`src/rtl/image_pipe_arb_pkg.sv`:
```
// image_pipe_pkg: shared types, defaults and round-robin pick helper for image_pipe_arb
//   arb_state_e : frame arbiter states
//   rr_pick     : one-hot grant of the first requester at or after ptr, modulo n
package image_pipe_pkg;

    typedef enum logic [1:0] {IDLE, XFER, CLOSE} arb_state_e;

    localparam int DEF_DW    = 32;
    localparam int DEF_CNT_W = 16;
    localparam int MAX_SRC   = 8;

    // Scans from the farthest slot down so the nearest requester overwrites last and wins.
    function automatic logic [MAX_SRC-1:0] rr_pick(input logic [MAX_SRC-1:0] req, input int ptr, input int n);
        logic [2:0] idx;
        rr_pick = '0;
        for (int k = MAX_SRC - 1; k >= 0; k--) begin
            if (k < n) begin
                idx = 3'((ptr + k) % n);
                if (req[idx]) rr_pick = MAX_SRC'(1) << idx;
            end
        end
    endfunction

endpackage

```
`src/rtl/image_pipe_arb_rr_arbiter.sv`:
```
// rr_arbiter: combinational round-robin pick
//   req : per-source request
//   ptr : highest-priority source index
//   gnt : one-hot winner, 0 when no request
module rr_arbiter import image_pipe_pkg::*; #(
    parameter int NUM_SRC = 4,
    parameter int PW      = $clog2(NUM_SRC)
) (
    input  logic [NUM_SRC-1:0] req,
    input  logic [PW-1:0]      ptr,
    output logic [NUM_SRC-1:0] gnt
);

    logic [MAX_SRC-1:0] pick;
    logic               unused_pick;

    always_comb begin
        pick = rr_pick(MAX_SRC'(req), int'(ptr), NUM_SRC);
        gnt  = pick[NUM_SRC-1:0];
    end

    // Slots above NUM_SRC are never selected.
    assign unused_pick = ^pick;

endmodule

```
`src/rtl/image_pipe_arb.sv`:
```
// image_pipe_arb: frame-level round-robin arbiter sharing one image_pipe input
//   src_*_in / src_busy_out : NUM_SRC upstream sources, data packed at [i*DW +: DW]
//   pipe_*_out / pipe_busy_in : single downstream image_pipe port
//   grant_out : one-hot current owner; frame_beats_out/frame_done_out : per-frame report
//   timeout_out : pulse when a stalled frame is aborted with a synthetic end
module image_pipe_arb import image_pipe_pkg::*; #(
    parameter int NUM_SRC = 4,
    parameter int DW      = DEF_DW,
    parameter int TIMEOUT = 1024,
    parameter int CNT_W   = DEF_CNT_W
) (
    input  logic                  clk,
    input  logic                  rst,
    input  logic [NUM_SRC*DW-1:0] src_data_in,
    input  logic [NUM_SRC-1:0]    src_valid_in,
    input  logic [NUM_SRC-1:0]    src_end_in,
    output logic [NUM_SRC-1:0]    src_busy_out,
    output logic [DW-1:0]         pipe_data_out,
    output logic                  pipe_valid_out,
    output logic                  pipe_end_out,
    input  logic                  pipe_busy_in,
    output logic [NUM_SRC-1:0]    grant_out,
    output logic [CNT_W-1:0]      frame_beats_out,
    output logic                  frame_done_out,
    output logic                  timeout_out
);

    localparam int PW = $clog2(NUM_SRC);
    localparam int TW = $clog2(TIMEOUT);

    arb_state_e         state, state_n;
    logic [NUM_SRC-1:0] grant, pick;
    logic [PW-1:0]      rr_ptr, gidx;
    logic [CNT_W-1:0]   beat_cnt, cnt_n;
    logic [TW-1:0]      idle_cnt;
    logic               xfer, vin, ein, beat;

    rr_arbiter #(.NUM_SRC(NUM_SRC)) u_rr (
        .req (src_valid_in),
        .ptr (rr_ptr),
        .gnt (pick)
    );

    always_comb begin
        gidx = '0;
        for (int i = 0; i < NUM_SRC; i++)
            if (grant[i]) gidx = PW'(i);
    end

    always_comb begin
        xfer           = state == XFER;
        vin            = src_valid_in[gidx];
        ein            = src_end_in[gidx];
        pipe_data_out  = xfer ? src_data_in[gidx*DW +: DW] : '0;
        pipe_valid_out = xfer & vin;
        beat           = pipe_valid_out & ~pipe_busy_in;
        // Abort only on a cycle that would itself have extended the stall.
        timeout_out    = xfer & ~beat & ~ein & (idle_cnt == TW'(TIMEOUT - 1));
        pipe_end_out   = xfer & (ein | timeout_out);
        src_busy_out   = xfer ? (~grant | {NUM_SRC{pipe_busy_in}}) : '1;
        frame_done_out = state == CLOSE;
        cnt_n          = (beat && beat_cnt != '1) ? beat_cnt + CNT_W'(1) : beat_cnt;
        state_n        = state == IDLE ? (|pick ? XFER : IDLE) :
                         state == XFER ? (pipe_end_out ? CLOSE : XFER) : IDLE;
    end

    always_ff @(posedge clk) begin
        if (rst) state <= IDLE;
        else     state <= state_n;
    end

    always_ff @(posedge clk) begin
        if (rst) begin
            rr_ptr          <= '0;
            grant           <= '0;
            beat_cnt        <= '0;
            idle_cnt        <= '0;
            frame_beats_out <= '0;
        end else begin
            if (state == IDLE) begin
                grant    <= pick;
                beat_cnt <= '0;
                idle_cnt <= '0;
            end
            if (xfer) begin
                beat_cnt <= cnt_n;
                idle_cnt <= (beat | ein) ? '0 : idle_cnt + TW'(1);
                if (pipe_end_out) frame_beats_out <= cnt_n;
            end
            if (frame_done_out) begin
                grant  <= '0;
                rr_ptr <= (gidx == PW'(NUM_SRC - 1)) ? '0 : gidx + PW'(1);
            end
        end
    end

    assign grant_out = grant;

endmodule

```
`config.mk`:
```
export PLATFORM = sky130hd
export DESIGN_NAME = image_pipe_arb
export DESIGN_NICKNAME = d
export VERILOG_FILES = /design/src/rtl/image_pipe_arb_pkg.sv /design/src/rtl/image_pipe_arb_rr_arbiter.sv /design/src/rtl/image_pipe_arb.sv
export SDC_FILE = /design/constraint.sdc
export NUM_CORES = 1
export LEC_CHECK = 0
export BUFFER_PORTS_ARGS = -buffer_cell sky130_fd_sc_hd__buf_2
export CORE_ASPECT_RATIO = 1.4
export CORE_MARGIN = 1.5
export CORE_UTILIZATION = 35
export DETAILED_ROUTE_END_ITERATION = 8
export GPL_TIMING_DRIVEN = 0
export PLACE_DENSITY_LB_ADDON = 0.12
export SYNTH_ARGS = -nofsm -noshare
export SYNTH_HDL_FRONTEND = slang
export SYNTH_SLANG_ARGS = --single-unit
export TNS_END_PERCENT = 5
```
`constraint.sdc`:
```
create_clock -name clk -period 8.6 [get_ports clk]
set_input_delay 1.72 -clock clk [delete_from_list [all_inputs] [get_ports clk]]
set_output_delay 1.72 -clock clk [all_outputs]
set_load 0.05 [all_outputs]
```
After elaboration in Yosys (flattened, before gate mapping)
Index checks and enable logic that the tools add are counted.
Storage, ports and cells
  register bits after elaboration: 50
  bits of input ports: 139
  logic and storage cells: 84
  output and inout bits: 60
Cells by class
  $add $sub $neg: 6
  reduce and logical (&&, ||, !) cells: 9
  magnitude comparators: 5
  multiplexer cells: 32
  bitwise operators: 16
  equal/unequal tests: 5
  shift operators: 5
Operators by type and width (number)
  $shiftx 128x8->32: 1
  $mux 16: 3
  $mux 32: 1
  $mux 10: 3
  $mux 4: 5
  $add 16x1->16 const B: 1
  $ne 16x16->1 const B: 1
  $lt 3x4->1 const B: 3
  $mux 2: 6
  $shl 1x3->4 const A: 3
  $add 10x1->10 const B: 1
  $eq 10x10->1 const B: 1
  $bmux 1 s3: 3
  $mux 1: 8
  $reduce_or 2->1: 4
  $and 1x1->1: 6
  $bmux 1 s2: 3
  $add 2x1->2 const B: 2
  $add 2x2->2 const B: 2
  $eq 2x2->1 const B: 2
  $lt 2x4->1 const B: 1
  $not 4->4: 1
  $or 4x4->4: 1
  $reduce_or 4->1: 1
  10 further kinds: 15

Logic depth before layout (Yosys ltp)
  word-level depth: 16
  gate-level depth with buffers: 11
  mapped depth without buffers: 8

Hierarchy
From an unflattened synthesis, not the netlist that was laid out.
Second synthesis, totals
  cells, all modules: 570
  area, all modules: 4088.9 µm²
By module, submodules not included
  image_pipe_arb: area each 3676.0 µm², instances 1, cells each 523, seq. area each 1001.0 µm²
  rr_arbiter: area each 412.9 µm², instances 1, cells each 47, seq. area each 0.0 µm²

Worst setup path before layout
No wires, ideal clock.
  kind: input to output
  start point: input port src_valid_in[0]
  end point: output port timeout_out
  buffers on the path: 0
  setup slack: 3.174 ns
  data arrival time: 3.706 ns
  stages: 4
  cells stage by stage: mux2_4 > o311ai_4 > o2111ai_2 > nor3_1
Between the ends
  longest elaborated chain between the ends: 8
RTL lines
  start: declaration: RTL line image_pipe_arb.sv:15  | input logic [NUM_SRC-1:0] src_valid_in,
  $bmux 1 s2: RTL line image_pipe_arb.sv:52  | vin = src_valid_in[gidx];
  $mux 1 (not written as such): RTL line image_pipe_arb.sv:52
  $and 1x1->1: RTL line image_pipe_arb.sv:55  | pipe_valid_out = xfer & vin;
  $and 1x1->1: RTL line image_pipe_arb.sv:56  | beat = pipe_valid_out & ~pipe_busy_in;
  $not 1->1: RTL line image_pipe_arb.sv:58  | timeout_out = xfer & ~beat & ~ein & (idle_cnt == TW'(TIMEOUT - 1));
  $and 1x1->1 (3 in series): RTL line image_pipe_arb.sv:58
  end: declaration: RTL line image_pipe_arb.sv:25  | output logic timeout_out
No other way between the ends. The select of a mux whose other input is x is not followed.

Worst setup path after layout
  start point: input port src_valid_in[0]
  end point: output port pipe_end_out
Between the ends
  longest elaborated chain between the ends: 10
RTL lines
  $bmux 1 s2: RTL line image_pipe_arb.sv:52
  $mux 1 (not written as such): RTL line image_pipe_arb.sv:52
  $and 1x1->1: RTL line image_pipe_arb.sv:55
  $and 1x1->1: RTL line image_pipe_arb.sv:56
  $not 1->1: RTL line image_pipe_arb.sv:58
  $and 1x1->1 (3 in series): RTL line image_pipe_arb.sv:58
  $or 1x1->1: RTL line image_pipe_arb.sv:59  | pipe_end_out = xfer & (ein | timeout_out);
  $and 1x1->1: RTL line image_pipe_arb.sv:59
  end: declaration: RTL line image_pipe_arb.sv:20  | output logic pipe_end_out,
No other way between the ends. The select of a mux whose other input is x is not followed.

==> out/metrics.csv <==
metric,value,unit
min_delay_path_depth,2,
cts_setup_buffers,0,
cts_buffer_depth,2,
multi_input_area,2940,um^2
htreeDepth,2,
end_kind,primary output,
dieArea,12600,um^2
grt_pass1_vias,4778,
cp_data_required_time,6880,ps
ioPinCount,199,
syn_nets,733,
drtIter0Drc,165,
cts_sinks,50,
drc,0,
grt_usage,24.1,%
path_cells,buf_2 > mux2_4 > o311ai_4 > o21ai_2 > a31oi_4 > buf_2 > buf_2,
synth_cell_types,59,
timing.hold.ws,476,ps
worst_r2r_endpoint,state[0]$_SDFF_PP0_,
synth_edf_count,0,
hold_viol,0,
ir_drop,0.125,mV
synth.most_common_cell,nor2_1,
cpPeakStageDelay,400,ps
crit_path_top_delay_cell,o311ai_4,
core_area,11800,um^2
grt_overflow,0,
syn-cell-area,4190,um^2
fill_cells,1244,
ant_nets,0,
async_flop_share,0,%
ctsResizeCount,0,
ys_ff_latch,50,
num_rows,47,
cts_buffers,5,
syn_area_per_cell,7.17,um^2
max_freq,185,MHz
ctsHoldBuffers,0,
yosys-top-cells-area,"dfxtp_1 (24%), nor2_1 (12%), a21oi_1 (10%), mux2i_1 (9.8%), nand2_1 (3.1%)",
hp-start,frame_beats_out[11]$_SDFFE_PP0P_,
cts-root-buf,clkbuf_16,
critPathTopFamily,compound AO/OA/AOI/OAI gates,
status,completed,
synthTopCellsByCount,"nor2_1 (138), a21oi_1 (84), dfxtp_1 (50), mux2i_1 (41), nand2_1 (35)",
min_period,5420,ps
synth_top_area_share,23.9,%
reg2reg_depth,11,
ys_warn_count,0,
critPathKind,primary input to primary output,
r2r_setup_slack,5150,ps
crit_arrival,3700,ps
cpMostUsedCell,buf_2,
ys_seq_area_share,23.9,%
yosys.area.top_type,dfxtp_1,
fin_crit_sh,63.0,%
whs_endpoint,frame_beats_out[11]$_SDFFE_PP0P_,
synth_flop_cell,dfxtp_1,
antenna_found_initial,1,
layout_setup_ws,3180,ps
tritoncts,built,
utilization,47.0,%
maxCapViolations,0,
pre_cts_ws,3170,ps
hp-class,flip-flop to flip-flop,
fin_worst_skew,4.40,ps
wire_per_inst,16.2,um
grt_pass1_wl,24000,um
clkLatencyLatePin,290,ps
dieHeight,132,um
r2r_start,rr_ptr[0]$_SDFFE_PP0P_,
ff_latch_area,1000,um^2
rsz0062_at_grt,false,
drv_slew,0,
floorplan.initialDensity,35.6,%
fin_setup_tns,0,ps
worst_setup_path_start_kind,primary input,
portBuffers,197,
vias,4979,
cp.buffers_inverters,3,
dp_hpwl,12400,um
layout-drive-gt1-share,30.4,%
syn2layout_area_growth,31.9,%
cp_max_fo,10,
cts.reportedPaths.clkPinSlew,70,ps
power,1.25,mW
drt_wl_total,15200,um
max_slew_margin,50.5,%
first_pass_iters,4,
finalSetupViolCount,0,
leakage,2.35,nW
powerDensity,227,nW/um^2
grt_max_degree,15,
place_congestion,0.893,
tightest_slew,742,ps
syn-instance-count,584,
layout.nets,937,
vias_per_cell,5.31,
die_x,95.4,um
-- state kept, by name (all words and copies together), names as in the netlist --
| signal | flops |
|---|---|
| beat_cnt | 16 |
| frame_beats_out | 16 |
| grant_out | 4 |
| idle_cnt | 10 |
| rr_ptr | 2 |
| state | 2 |
-- where the power goes --
part           internal (mW)  switching [mW]  leakage [nW]  total, mW
combinational          0.216           0.541          1.87      0.756
sequential             0.257          0.0176         0.405      0.275
clock                  0.138          0.0848        0.0781      0.222
total                  0.610           0.643          2.35       1.25
-- cell type report --
type / instances / area share, %
Inverter: 9 / 0.611
Tap cell: 147 / 3.33
Buffer: 46 / 3.80
Sequential cell: 50 / 18.1
Timing Repair Buffer: 197 / 17.8
Clock buffer: 7 / 2.40
Multi-Input combinational cell: 479 / 53.3
Clock inverter: 1 / 0.543
Antenna cell: 2 / 0.0906
-- layout by cell type (no fill, tap or decap), types with 4 or more instances in the layout --
master,netlist,routed
nor2_1,138,138
o21ai_0,11,11
nand2b_1,13,13
a31oi_1,9,9
mux2i_1,41,41
buf_4,4,4
a21oi_1,84,84
buf_2,5,202
a211oi_1,6,6
nor3_1,6,6
xnor2_1,6,6
inv_1,7,7
mux2_2,5,5
clkbuf_16,0,5
ha_1,10,10
xor2_1,5,5
dfxtp_1,50,50
nor3b_1,4,4
a2111oi_0,4,4
nand2_1,35,35
o22ai_1,4,4
or3_1,6,6
a311oi_1,6,6
nor2b_1,5,5
nand4_1,8,8
o31ai_1,4,4
a211oi_2,5,5
and3_1,5,5
a22oi_1,7,7
buf_1,5,5
nand3_1,9,9
clkbuf_1,29,31
-- layer usage --
metal  wire (um)  GRT usage (%)
met1        5760           25.7
met2        8010           45.5
met3         929           4.43
met4         529           8.99
met5           0              0
-- through the flow --
step / instance area, um^2 / std cells
final: 5530 / 938
after global routing: 5520 / 936
after CTS: 5520 / 936
after detailed placement: 5360 / 928
after global placement: 5360 / 928
after floorplan: 4190 / 584
-- how the worst max path moves through the flow --
stage	startpoint	end	slack, ps	cells past startpoint
detailed placement	src_valid_in[0]	pipe_end_out	3170	7
CTS	src_valid_in[0]	pipe_end_out	3180	7
finish	src_valid_in[0]	pipe_end_out	3180	7
global route	src_valid_in[0]	pipe_end_out	3100	7
global placement	src_valid_in[0]	pipe_end_out	3220	7
floorplan	src_valid_in[0]	timeout_out	3170	4
-- logic make-up after synthesis --
logic type	after synthesis	synth area share, %
DFF	50	23.9
xor gates and xnor gates	11	2.30
adders and majority gates	10	2.99
and+or+nand+nor	245	26.7
AOI/OAI and AO/OA	165	26.4
muxes	48	11.9
buffers and inverters	55	5.83
-- worst min-delay path: stages (launching register included) --
cell	delay, ps
dfxtp_1	310
nand2b_1	70
a21oi_1	50
Note: power is estimated with default switching activity, not from simulation.
